## config.mk

```make
export PLATFORM = sky130hd
export DESIGN_NAME = timer_ctrl
export DESIGN_NICKNAME = d
export VERILOG_FILES = /design/src/rtl/timer_ctrl.sv
export SDC_FILE = /design/constraint.sdc
export NUM_CORES = 1
export LEC_CHECK = 0
export CAP_MARGIN = 20
export CORE_MARGIN = 3
export CORE_UTILIZATION = 51
export DETAILED_ROUTE_END_ITERATION = 6
export PLACE_DENSITY_LB_ADDON = 0.08
export SYNTH_ARGS = -nofsm -noshare
export SYNTH_HDL_FRONTEND = slang
export SYNTH_SLANG_ARGS = --single-unit
```

## constraint.sdc

```tcl
create_clock -name clk -period 4.65 [get_ports clk]
set_clock_uncertainty 0.1 [all_clocks]
set_input_delay 0.465 -clock clk [delete_from_list [all_inputs] [get_ports clk]]
set_output_delay 0.465 -clock clk [all_outputs]
set_load 0.01 [all_outputs]
```

## src/rtl/timer_ctrl.sv

```systemverilog
// Sequencing controller for one `count` counter: register port, prescaler, expiry/irq logic.
// Optional PWM output enabled by defining TIMER_CTRL_PWM_EN.
module timer_ctrl #(
  parameter int COUNTER_SIZE  = 32,
  parameter int PRESCALE_SIZE = 16,
  parameter int EVT_SIZE      = 8
) (
  input  logic                    clk,
  input  logic                    reset,
  input  logic                    wr_en,
  input  logic [1:0]              wr_addr,
  input  logic [COUNTER_SIZE-1:0] wr_data,
  input  logic [COUNTER_SIZE-1:0] ctr_count,
  output logic                    ctr_enable,
  output logic                    ctr_clear_n,
  output logic [7:0]              ctr_mode,
  output logic [COUNTER_SIZE-1:0] ctr_match_value,
  output logic                    irq,
  output logic                    busy,
  output logic                    expire_pulse,
  output logic [EVT_SIZE-1:0]     event_count,
  output logic                    pwm_out
);

  localparam logic [1:0] ST_IDLE  = 2'd0;
  localparam logic [1:0] ST_CLEAR = 2'd1;
  localparam logic [1:0] ST_RUN   = 2'd2;

  localparam logic [1:0] ADDR_CTRL     = 2'd0;
  localparam logic [1:0] ADDR_PERIOD   = 2'd1;
  localparam logic [1:0] ADDR_PRESCALE = 2'd2;

  logic [1:0]               state_r;
  logic [1:0]               state_nxt_s;
  logic [COUNTER_SIZE-1:0]  period_r;
  logic [PRESCALE_SIZE-1:0] prescale_r;
  logic [COUNTER_SIZE-1:0]  shadow_period_r;
  logic [PRESCALE_SIZE-1:0] shadow_prescale_r;
  logic [PRESCALE_SIZE-1:0] prescaler_r;
  logic                     periodic_r;
  logic                     dir_r;
  logic                     irq_r;
  logic [EVT_SIZE-1:0]      event_count_r;

  logic ctrl_wr_s;
  logic start_s;
  logic stop_s;
  logic irq_clr_s;
  logic tick_s;
  logic expire_s;
  logic busy_s;

  // CTRL strobe decode, prescaler tick and expiry detection
  always_comb begin
    ctrl_wr_s = wr_en && (wr_addr == ADDR_CTRL);
    start_s   = ctrl_wr_s && wr_data[0];
    stop_s    = ctrl_wr_s && wr_data[2];
    irq_clr_s = ctrl_wr_s && wr_data[4];
    busy_s    = (state_r != ST_IDLE);
    // Gated by reset so a reset landing on an expiry cycle produces no pulse.
    tick_s    = !reset && (state_r == ST_RUN) && (prescaler_r == shadow_prescale_r);
    expire_s  = tick_s && (ctr_count == (shadow_period_r - COUNTER_SIZE'(1)));
  end

  // Next-state selection: stop beats start, start while busy restarts
  always_comb begin
    state_nxt_s = state_r;
    if (stop_s) begin
      state_nxt_s = ST_IDLE;
    end else if (start_s && busy_s) begin
      state_nxt_s = ST_CLEAR;
    end else begin
      case (state_r)
        ST_IDLE: begin
          if (start_s && (period_r != {COUNTER_SIZE{1'b0}})) state_nxt_s = ST_CLEAR;
          else state_nxt_s = ST_IDLE;
        end
        ST_CLEAR: state_nxt_s = ST_RUN;
        ST_RUN: begin
          if (expire_s) state_nxt_s = periodic_r ? ST_CLEAR : ST_IDLE;
          else state_nxt_s = ST_RUN;
        end
        default: state_nxt_s = ST_IDLE;
      endcase
    end
  end

  // Configuration registers, shadows, prescaler and event bookkeeping
  always_ff @(posedge clk) begin
    if (reset) begin
      state_r           <= ST_IDLE;
      period_r          <= {COUNTER_SIZE{1'b0}};
      prescale_r        <= {PRESCALE_SIZE{1'b0}};
      shadow_period_r   <= {COUNTER_SIZE{1'b0}};
      shadow_prescale_r <= {PRESCALE_SIZE{1'b0}};
      prescaler_r       <= {PRESCALE_SIZE{1'b0}};
      periodic_r        <= 1'b0;
      dir_r             <= 1'b0;
      irq_r             <= 1'b0;
      event_count_r     <= {EVT_SIZE{1'b0}};
    end else begin
      state_r <= state_nxt_s;
      if (wr_en && (wr_addr == ADDR_PERIOD))   period_r   <= wr_data;
      if (wr_en && (wr_addr == ADDR_PRESCALE)) prescale_r <= wr_data[PRESCALE_SIZE-1:0];
      if (ctrl_wr_s) begin
        periodic_r <= wr_data[1];
        dir_r      <= wr_data[3];
      end
      // Shadows load only in CLEAR, so mid-period writes wait for the next period.
      if (state_r == ST_CLEAR) begin
        shadow_period_r   <= period_r;
        shadow_prescale_r <= prescale_r;
      end
      if (state_r == ST_RUN) begin
        prescaler_r <= tick_s ? {PRESCALE_SIZE{1'b0}} : (prescaler_r + PRESCALE_SIZE'(1));
      end else begin
        prescaler_r <= {PRESCALE_SIZE{1'b0}};
      end
      if (expire_s) begin
        irq_r         <= 1'b1;
        event_count_r <= event_count_r + EVT_SIZE'(1);
      end else if (irq_clr_s) begin
        irq_r <= 1'b0;
      end
    end
  end

  assign ctr_enable      = tick_s;
  assign ctr_clear_n     = (state_r != ST_CLEAR);
  assign ctr_mode        = {5'b00000, 2'b01, dir_r};
  assign ctr_match_value = shadow_period_r;
  assign irq             = irq_r;
  assign busy            = busy_s;
  assign expire_pulse    = expire_s;
  assign event_count     = event_count_r;

`ifdef TIMER_CTRL_PWM_EN
  localparam logic [1:0] ADDR_DUTY = 2'd3;

  logic [COUNTER_SIZE-1:0] duty_r;
  logic                    pwm_r;

  // DUTY register and registered compare output
  always_ff @(posedge clk) begin
    if (reset) begin
      duty_r <= {COUNTER_SIZE{1'b0}};
      pwm_r  <= 1'b0;
    end else begin
      if (wr_en && (wr_addr == ADDR_DUTY)) duty_r <= wr_data;
      pwm_r <= busy_s && (ctr_count < duty_r);
    end
  end

  assign pwm_out = pwm_r;
`else
  assign pwm_out = 1'b0;
`endif

endmodule
```

==> results.json, run 1 <==
{
  "status": "complete, no violations",
  "cp-end-kind": "primary output",
  "antenna_found_initial": 0,
  "max-slew-margin-rel_pct": 42.6,
  "setup_slack_ns": 0.218,
  "dp_slack_ns": 0.363,
  "rsz0062_at_grt": "false",
  "synth_cell_types": 58,
  "ir_drop_v": 0.000370,
  "timing.critical_path.mode_cell": "inv_1",
  "crit_buf_inv": 4,
  "io_pins": 123,
  "cts_buffer_depth": 2,
  "grt_pass1_wl_mm": 26.3,
  "regToRegSetupSlack_ns": 0.73,
  "fin_crit_ns": 4.43,
  "drt-total-wl_mm": 16.6,
  "root_buffer": "clkbuf_16",
  "start_util_pct": 52.8,
  "fin_cells": 1038,
  "timing.rr.end": "event_count[4]$_SDFFE_PP0P_",
  "core_mm2": 0.0115,
  "drtIter0Drc": 455,
  "fin_tns_setup_ns": 0,
  "crit_fanout": 6,
  "track_usage_pct": 24.5,
  "synth_common_cells": "nand2_1 (213), dfxtp_1 (125), a21oi_1 (101)",
  "min-delay-start": "prescale_r[10]$_SDFFE_PP0P_",
  "hpwl_mm": 11.7,
  "r2r_cells": 12,
  "synth_top_area_cell": "dfxtp_1",
  "layout-drive-gt1-share_pct": 6.59,
  "critPathKind": "flop to primary output",
  "syn_inst": 782,
  "multi_input_area_mm2": 0.00335,
  "p_leak_nw": 2.83,
  "dieArea_mm2": 0.0133,
  "clk_pin_slew_worst_paths_ns": 0.05,
  "num_rows": 39,
  "fin_crit_sh_pct": 95.3,
  "clk_latency_ns": 0.41,
  "yosysTopAreaCellShare_pct": 41.2,
  "ys_dominant_reg_cell": "dfxtp_1",
  "dieWidth_um": 115,
  "synth_warnings": 0,
  "maxCapViolations": 0,
  "crit_arrival_ns": 3.87,
  "port_buffers": 114,
  "holdBufCountCts": 0,
  "hp-class": "flop to flop",
  "final-seq-area_mm2": 0.00250,
  "synth.avg_cell_area_um2": 7.77,
  "tritoncts": "done",
  "cp_cell_sequence": "inv_1 -> ha_1 -> or3b_1 -> or4_1 -> a2111oi_2 -> nand3_1 -> nor4b_1 -> nand4_1 -> buf_4 -> inv_1 -> clkdlybuf4s50_1",
  "max_freq_mhz": 226,
  "cts-buffers-inserted": 17,
  "vias": 5804,
  "synth_edf_count": 0,
  "wl_per_cell_um": 16.0,
  "cp-start-kind": "flop",
  "clock-sinks": 125,
  "met2_usage_pct": 42.9,
  "powerDensity_mw_per_mm2": 333,
  "hold_end": "prescale_r[10]$_SDFFE_PP0P_",
  "syn_to_final_growth_pct": 30.9,
  "synth.cell_area_mm2": 0.00608,
  "grt.busiest_layer": "met2",
  "drc": 0,
  "slew_viol_final": 0,
  "finalSetupViolations": 0,
  "fillers": 963,
  "grt_start_max_net_pins": 115,
  "grt_pass1_vias": 5526,
  "dr.pass1.iters": 5,
  "min_path_cells": 2,
  "hold_slack_ns": 0.356,
  "path_delay_family": "simple AND/OR/NAND/NOR gates",
  "grtUsageMet3_pct": 4.21,
  "globalplace.congestion": 0.849,
  "tightestPinTransition_ns": 0.859,
  "ys_seq_area_share_pct": 41.2,
  "utilization_pct": 69.1,
  "antenna_cells_inserted": 0,
  "synth_area_leaders": "dfxtp_1 (41%), nand2_1 (13%), a21oi_1 (8.3%), xnor2_1 (6.2%), xor2_1 (3.2%)",
  "synth-seq-cells": 125,
  "htree_levels": 4,
  "layout.nets": 955,
  "hold_viol_final": 0,
  "overflow": 0,
  "use_met1_pct": 31.3,
  "ant_nets": 0,
  "r2r_start": "ctr_match_value[0]$_SDFFE_PP0N_",
  "cpMaxStageDelayCell": "clkdlybuf4s50_1",
  "dp_cells": 1004,
  "synth_most_common_cell": "nand2_1",
  "cp.required_ns": 4.09,
  "vias_per_cell": 5.59,
  "ys_async_sr_fraction_pct": 0,
  "slowest_delay_ns": 0.52,
  "chipHeight_um": 115
}
==> report_power, final <==
group | leakage [nW] | internal, W | switching (W)
combinational | 1.52 | 0.0000947 | 0.0000883
sequential | 1.01 | 0.00109 | 0.0000110
clock | 0.304 | 0.000934 | 0.000436
total | 2.83 | 0.00212 | 0.000536
==> metrics by stage <==
step / power, W / area (µm²)
final: 0.00265 / 7960
after global routing: 0.00273 / 7960
after CTS: 0.00265 / 7880
after detailed placement: 0.00130 / 7260
after global placement: 0.00129 / 7250
after floorplan: 0.00121 / 6100
==> cells in the final DEF, fill, tap and decap left out, types with 4 or more instances in the layout <==
master,n
nand2_1,213
dfxtp_1,125
clkdlybuf4s50_1,113
a21oi_1,101
xnor2_1,43
nor2_1,36
xor2_1,22
nand4_1,17
clkbuf_16,17
nor4_1,16
or4_1,14
nand3_1,14
o21ai_0,11
buf_4,11
nor2b_1,10
conb_1,8
inv_1,7
nor3_1,6
a31oi_1,6
nand3b_1,5
nor4b_1,5
or3_1,5
and3b_1,5
a211oi_1,5
nor3b_1,4
mux2i_1,4
and3_1,4
bufinv_16,4
clkbuf_1,4
==> timing repair <==
action | CTS | global route
pin swaps | 0 | 1
setup endpoints to repair | 1 | 1
resized for setup | 1 | 3
setup buffers | 0 | 1
==> kinds of logic after synthesis <==
group	count (synthesis)	share of synthesized area, %
simple gates	375	29.5
compound gates	147	13.8
flops	125	41.2
xor+xnor	65	9.37
buf+inv	59	4.36
mux	6	1.03
fa+ha+maj	3	0.618
other cells	2	0.124
==> worst max-delay path by stage <==
stage	to	slack, ns	from	cells past startpoint
2_1_floorplan	event_count[4]$_SDFFE_PP0P_	1.23	ctr_match_value[5]$_SDFFE_PP0N_	10
3_3_place_gp	expire_pulse	0.40	ctr_match_value[0]$_SDFFE_PP0N_	10
3_5_place_dp	expire_pulse	0.36	ctr_match_value[0]$_SDFFE_PP0N_	10
4_1_cts	expire_pulse	0.008	ctr_match_value[0]$_SDFFE_PP0N_	10
5_1_grt	expire_pulse	0.05	ctr_match_value[4]$_SDFFE_PP0N_	10
6_report	expire_pulse	0.22	ctr_match_value[0]$_SDFFE_PP0N_	11
==> final cells by class <==
type,instances,share of cell area [%]
multi-input cells,604,42.1
clock buffers,24,6.06
inverters,8,0.377
well taps,143,2.25
clock inverters,7,1.70
repair buffers,127,16.1
flip-flops and latches,125,31.5
==> per-layer routing <==
| layer | wire (µm) | up-vias |
|---|---|---|
| li1 | - | 2883 |
| met1 | 7160 | 2721 |
| met2 | 8190 | 176 |
| met3 | 1030 | 24 |
| met4 | 212 | 0 |
| met5 | 0 | - |
==> sequential cells by signal, indices dropped and copies added, names as in the netlist <==
register / flops
irq: 1
state_r: 2
prescaler_r: 16
periodic_r: 1
ctr_match_value: 32
shadow_prescale_r: 16
event_count: 8
dir_r: 1
prescale_r: 16
period_r: 32
==> worst min-delay path, delay by kind of cell, from the launching register on <==
kind	cells	cell delay (ns)
and+or+nand+nor	1	0.05
AOI/OAI and AO/OA	1	0.05
DFF	1	0.31
Note: power is estimated with default switching activity, not from simulation.
==> inputs of run 2 (changes only) <==
Clock period 4.65 ns to 5.6 ns, I/O delays scaled along.
==> results.json, run 2 (synthesis results as in run 1) <==
{
  "tightestPinTransition_ns": 0.846,
  "grtUsageMet3_pct": 5.58,
  "critPathKind": "flop to primary output",
  "hold_viol_final": 0,
  "max_freq_mhz": 201,
  "maxCapViolations": 0,
  "cp-end-kind": "primary output",
  "crit_fanout": 7,
  "chipHeight_um": 115,
  "hpwl_mm": 11.9,
  "core_mm2": 0.0115,
  "grt_start_max_net_pins": 69,
  "utilization_pct": 69.1,
  "powerDensity_mw_per_mm2": 290,
  "slew_viol_final": 0,
  "ir_drop_v": 0.000262,
  "drtIter0Drc": 508,
  "dieArea_mm2": 0.0133,
  "crit_arrival_ns": 4.32,
  "dr.pass1.iters": 6,
  "met2_usage_pct": 41.3,
  "grt.busiest_layer": "met2",
  "antenna_found_initial": 0,
  "final_common_cell": "nand2_1",
  "finalSetupViolations": 0,
  "io_pins": 123,
  "drc": 0,
  "port_buffers": 114,
  "track_usage_pct": 25.0,
  "hp-class": "flop to flop",
  "cts-resized-gates": 0,
  "htree_levels": 4,
  "rsz0062_at_grt": "false",
  "grt_pass1_wl_mm": 26.6,
  "r2r_start": "ctr_match_value[0]$_SDFFE_PP0N_",
  "grt_pass1_vias": 5496,
  "tritoncts": "done",
  "fin_crit_sh_pct": 89.0,
  "fillers": 966,
  "num_rows": 39,
  "regToRegSetupSlack_ns": 1.46,
  "overflow": 0,
  "cts_setup_buffers": 0,
  "clk_pin_slew_worst_paths_ns": 0.06,
  "r2r_cells": 11,
  "fin_tns_setup_ns": 0,
  "min-delay-start": "prescale_r[8]$_SDFFE_PP0P_",
  "p_leak_nw": 2.81,
  "min_path_cells": 2,
  "cts-buffers-inserted": 17,
  "wl_per_cell_um": 16.0,
  "holdBufCountCts": 0,
  "cp-start-kind": "flop",
  "layout-drive-gt1-share_pct": 6.40,
  "mostFrequentLayoutCells": "nand2_1 (213), dfxtp_1 (125), clkdlybuf4s50_1 (113)",
  "vias_per_cell": 5.64,
  "start_util_pct": 52.8,
  "dieWidth_um": 115,
  "globalplace.congestion": 0.846,
  "fin_crit_ns": 4.98,
  "timing.rr.end": "event_count[4]$_SDFFE_PP0P_",
  "status": "complete, no violations",
  "clock-sinks": 125,
  "drt-total-wl_mm": 16.5,
  "cp.required_ns": 4.94,
  "cts_buffer_depth": 2,
  "use_met1_pct": 32.0,
  "hold_end": "shadow_prescale_r[8]$_SDFFE_PP0N_",
  "max-slew-margin-rel_pct": 43.5,
  "antenna_cells_inserted": 0,
  "clk_latency_ns": 0.40,
  "vias": 5829,
  "ant_nets": 0,
  "root_buffer": "clkbuf_16",
  "layout.nets": 950,
  "syn_to_final_growth_pct": 30.9
}
==> run 2: cell types whose count changed in the layout (fill, tap and decap cells not counted), moves of 2 or more <==
cell	before	now
clkinvlp_4	0	4
buf_4	11	7
clkbuf_8	3	1
clkinv_2	3	1
clkinv_4	0	3
a2111oi_0	2	4
bufinv_16	4	6
clkbuf_1	4	0
==> run 2: power by group <==
part	internal (W)	total (W)	leakage, nW	switching, W
combinational	0.0000764	0.000150	1.49	0.0000738
clock	0.000847	0.00125	0.318	0.000398
sequential	0.000902	0.000911	1.01	0.00000901
==> run 2: final cells by class <==
class	count	area [µm²]	share of cell area [%]
Timing Repair Buffer	122	1230	15.4
Tap cell	143	179	2.25
Multi-Input combinational cell	604	3340	41.9
Inverter	8	30.0	0.378
Clock buffer	18	439	5.52
Sequential cell	125	2500	31.5
Clock inverter	14	241	3.04
==> run 2: metal layers <==
metal | vias up | part of all wire (%)
li1 | 2881 | -
met1 | 2734 | 44
met2 | 179 | 49
met3 | 35 | 5.1
met4 | 0 | 2.3
met5 | - | 0
==> run 2: worst max path at each step <==
stage	startpoint	endpoint	slack (ns)	cells after the start
after global routing	ctr_match_value[0]$_SDFFE_PP0N_	expire_pulse	0.39	10
after detailed placement	ctr_match_value[0]$_SDFFE_PP0N_	expire_pulse	1.02	10
after CTS	ctr_match_value[0]$_SDFFE_PP0N_	expire_pulse	0.58	10
after floorplan	ctr_match_value[5]$_SDFFE_PP0N_	event_count[4]$_SDFFE_PP0P_	2.18	10
final	ctr_match_value[0]$_SDFFE_PP0N_	expire_pulse	0.62	10
after global placement	ctr_match_value[0]$_SDFFE_PP0N_	expire_pulse	1.11	10
==> run 2: metrics by stage <==
| step | total power [W] | hold WS (ns) | std cells | setup WS, ns | area (µm²) |
|---|---|---|---|---|---|
| 3_3_place_gp | 0.00107 | 0.342 | 1000 | 1.11 | 7230 |
| 3_5_place_dp | 0.00108 | 0.345 | 1001 | 1.02 | 7250 |
| 2_1_floorplan | 0.00100 | 0.332 | 788 | 2.18 | 6100 |
| 5_1_grt | 0.00238 | 0.364 | 1034 | 0.389 | 7950 |
| 4_1_cts | 0.00232 | 0.355 | 1033 | 0.576 | 7930 |
| 6_report | 0.00231 | 0.355 | 1034 | 0.615 | 7950 |
==> run 2: worst max-delay path, stage by stage, from the launching register on <==
cell	delay, ns
dfxtp_1	0.36
inv_1	0.07
ha_1	0.23
or3b_1	0.51
or4_1	0.50
a2111oi_0	0.69
nand3_1	0.16
nor4b_1	0.41
nand4_1	0.32
inv_1	0.12
clkdlybuf4s50_1	0.54
==> inputs of run 3 (changes only) <==
Settings changed: GPL_TIMING_DRIVEN set to 0.
==> results.json, run 3 (synthesis results as in run 1) <==
{
  "antenna_cells_inserted": 0,
  "grt_pass1_vias": 5824,
  "vias": 6040,
  "htree_levels": 4,
  "drt-total-wl_mm": 17.2,
  "use_met1_pct": 31.9,
  "drc": 0,
  "grt_start_max_net_pins": 17,
  "core_mm2": 0.0115,
  "globalplace.congestion": 0.858,
  "fin_crit_ns": 5.00,
  "hp-class": "flop to flop",
  "fin_tns_setup_ns": 0,
  "holdBufCountCts": 0,
  "final_common_cell": "nand2_1",
  "vias_per_cell": 5.61,
  "dr.pass1.iters": 6,
  "drtIter0Drc": 481,
  "clk_latency_ns": 0.41,
  "clk_pin_slew_worst_paths_ns": 0.05,
  "min-delay-start": "prescale_r[5]$_SDFFE_PP0P_",
  "tightestPinTransition_ns": 0.910,
  "maxCapViolations": 0,
  "start_util_pct": 52.8,
  "status": "complete, no violations",
  "cp.required_ns": 4.94,
  "hpwl_mm": 13.1,
  "wl_per_cell_um": 16.0,
  "mostFrequentLayoutCells": "nand2_1 (213), dfxtp_1 (125), clkdlybuf4s50_1 (114)",
  "max_freq_mhz": 200,
  "tritoncts": "done",
  "dp_slack_ns": 0.947,
  "grtUsageMet3_pct": 5.58,
  "critPathKind": "flop to primary output",
  "r2r_start": "ctr_match_value[0]$_SDFFE_PP0N_",
  "syn_to_final_growth_pct": 32.4,
  "num_rows": 39,
  "crit_fanout": 7,
  "p_total_w": 0.00221,
  "layout.nets": 993,
  "cts_buffer_depth": 2,
  "fillers": 951,
  "io_pins": 123,
  "root_buffer": "clkbuf_16",
  "cts-buffers-inserted": 17,
  "overflow": 0,
  "crit_arrival_ns": 4.34,
  "layout-drive-gt1-share_pct": 6.32,
  "dieWidth_um": 115,
  "fin_crit_sh_pct": 89.3,
  "antenna_found_initial": 0,
  "ant_nets": 0,
  "clock-sinks": 125,
  "grt.busiest_layer": "met2",
  "cts_setup_buffers": 0,
  "dieArea_mm2": 0.0133,
  "track_usage_pct": 26.2,
  "slew_viol_final": 0,
  "max-slew-margin-rel_pct": 39.2,
  "ir_drop_v": 0.000255,
  "rsz0062_at_grt": "false",
  "powerDensity_mw_per_mm2": 274,
  "hold_viol_final": 0,
  "finalSetupViolations": 0,
  "met2_usage_pct": 45.8,
  "port_buffers": 114,
  "cp-startpoint": "ctr_match_value[0]$_SDFFE_PP0N_",
  "chipHeight_um": 115,
  "cp-start-kind": "flop",
  "grt_pass1_wl_mm": 27.8,
  "setup_slack_ns": 0.600,
  "cts-resized-gates": 0,
  "cp-end-kind": "primary output",
  "p_leak_nw": 2.87
}
-- run 3: changes by cell type in the layout (fill, tap and decap cells not counted), moves of 2 or more --
cell        change
buf_2           +2
buf_1           +9
buf_4           +2
bufinv_16       -3
clkinvlp_4      -3
clkbuf_1       +30
clkinv_4        +2
clkbuf_8        +2
-- run 3: routing by layer --
metal	vias up	share of wire, %
met5	-	0
met4	0	2.6
met3	39	5.9
met2	200	50
met1	2833	42
li1	2968	-
-- run 3: worst paths after layout --
check,endpoint,slack (ns),cells past startpoint
setup reg to reg,event_count[7]$_SDFFE_PP0P_,1.43,12
setup / recovery,expire_pulse,0.60,11
hold reg to reg,shadow_prescale_r[5]$_SDFFE_PP0N_,0.36,2
hold / removal,shadow_prescale_r[5]$_SDFFE_PP0N_,0.36,2
-- run 3: final cells by class --
type | instances | area (µm²) | area share (%)
timing repair buffer | 114 | 1140 | 14.2
tap | 143 | 179 | 2.22
inverter | 8 | 30.0 | 0.373
sequential | 125 | 2500 | 31.1
clock buffer | 20 | 467 | 5.80
multi-input combinational | 604 | 3330 | 41.4
clock inverter | 12 | 160 | 1.99
buffer | 51 | 235 | 2.92
-- run 3: power by group --
group	internal (W)	switching, W	leakage, nW
clock network	0.000738	0.000398	0.307
registers	0.000902	0.00000980	1.01
logic	0.0000806	0.0000764	1.55
total	0.00172	0.000484	2.87
-- run 3: through the flow --
stage,area [µm²],util [%],hold slack [ns],std cells
3_5_place_dp,7420,64.4,0.351,1045
6_report,8050,69.9,0.356,1077
4_1_cts,8050,69.9,0.358,1077
5_1_grt,8050,69.9,0.377,1077
2_1_floorplan,6100,-,0.332,788
3_3_place_gp,7420,64.4,0.342,1045
-- run 3: worst max-delay path, cell delays in order (launching register included) --
cell	delay, ns
dfxtp_1	0.36
inv_1	0.08
ha_1	0.24
or3b_1	0.36
clkbuf_1	0.22
or4_1	0.50
a2111oi_0	0.62
nand3_1	0.15
nor4b_1	0.45
nand4_1	0.32
inv_1	0.11
clkdlybuf4s50_1	0.54
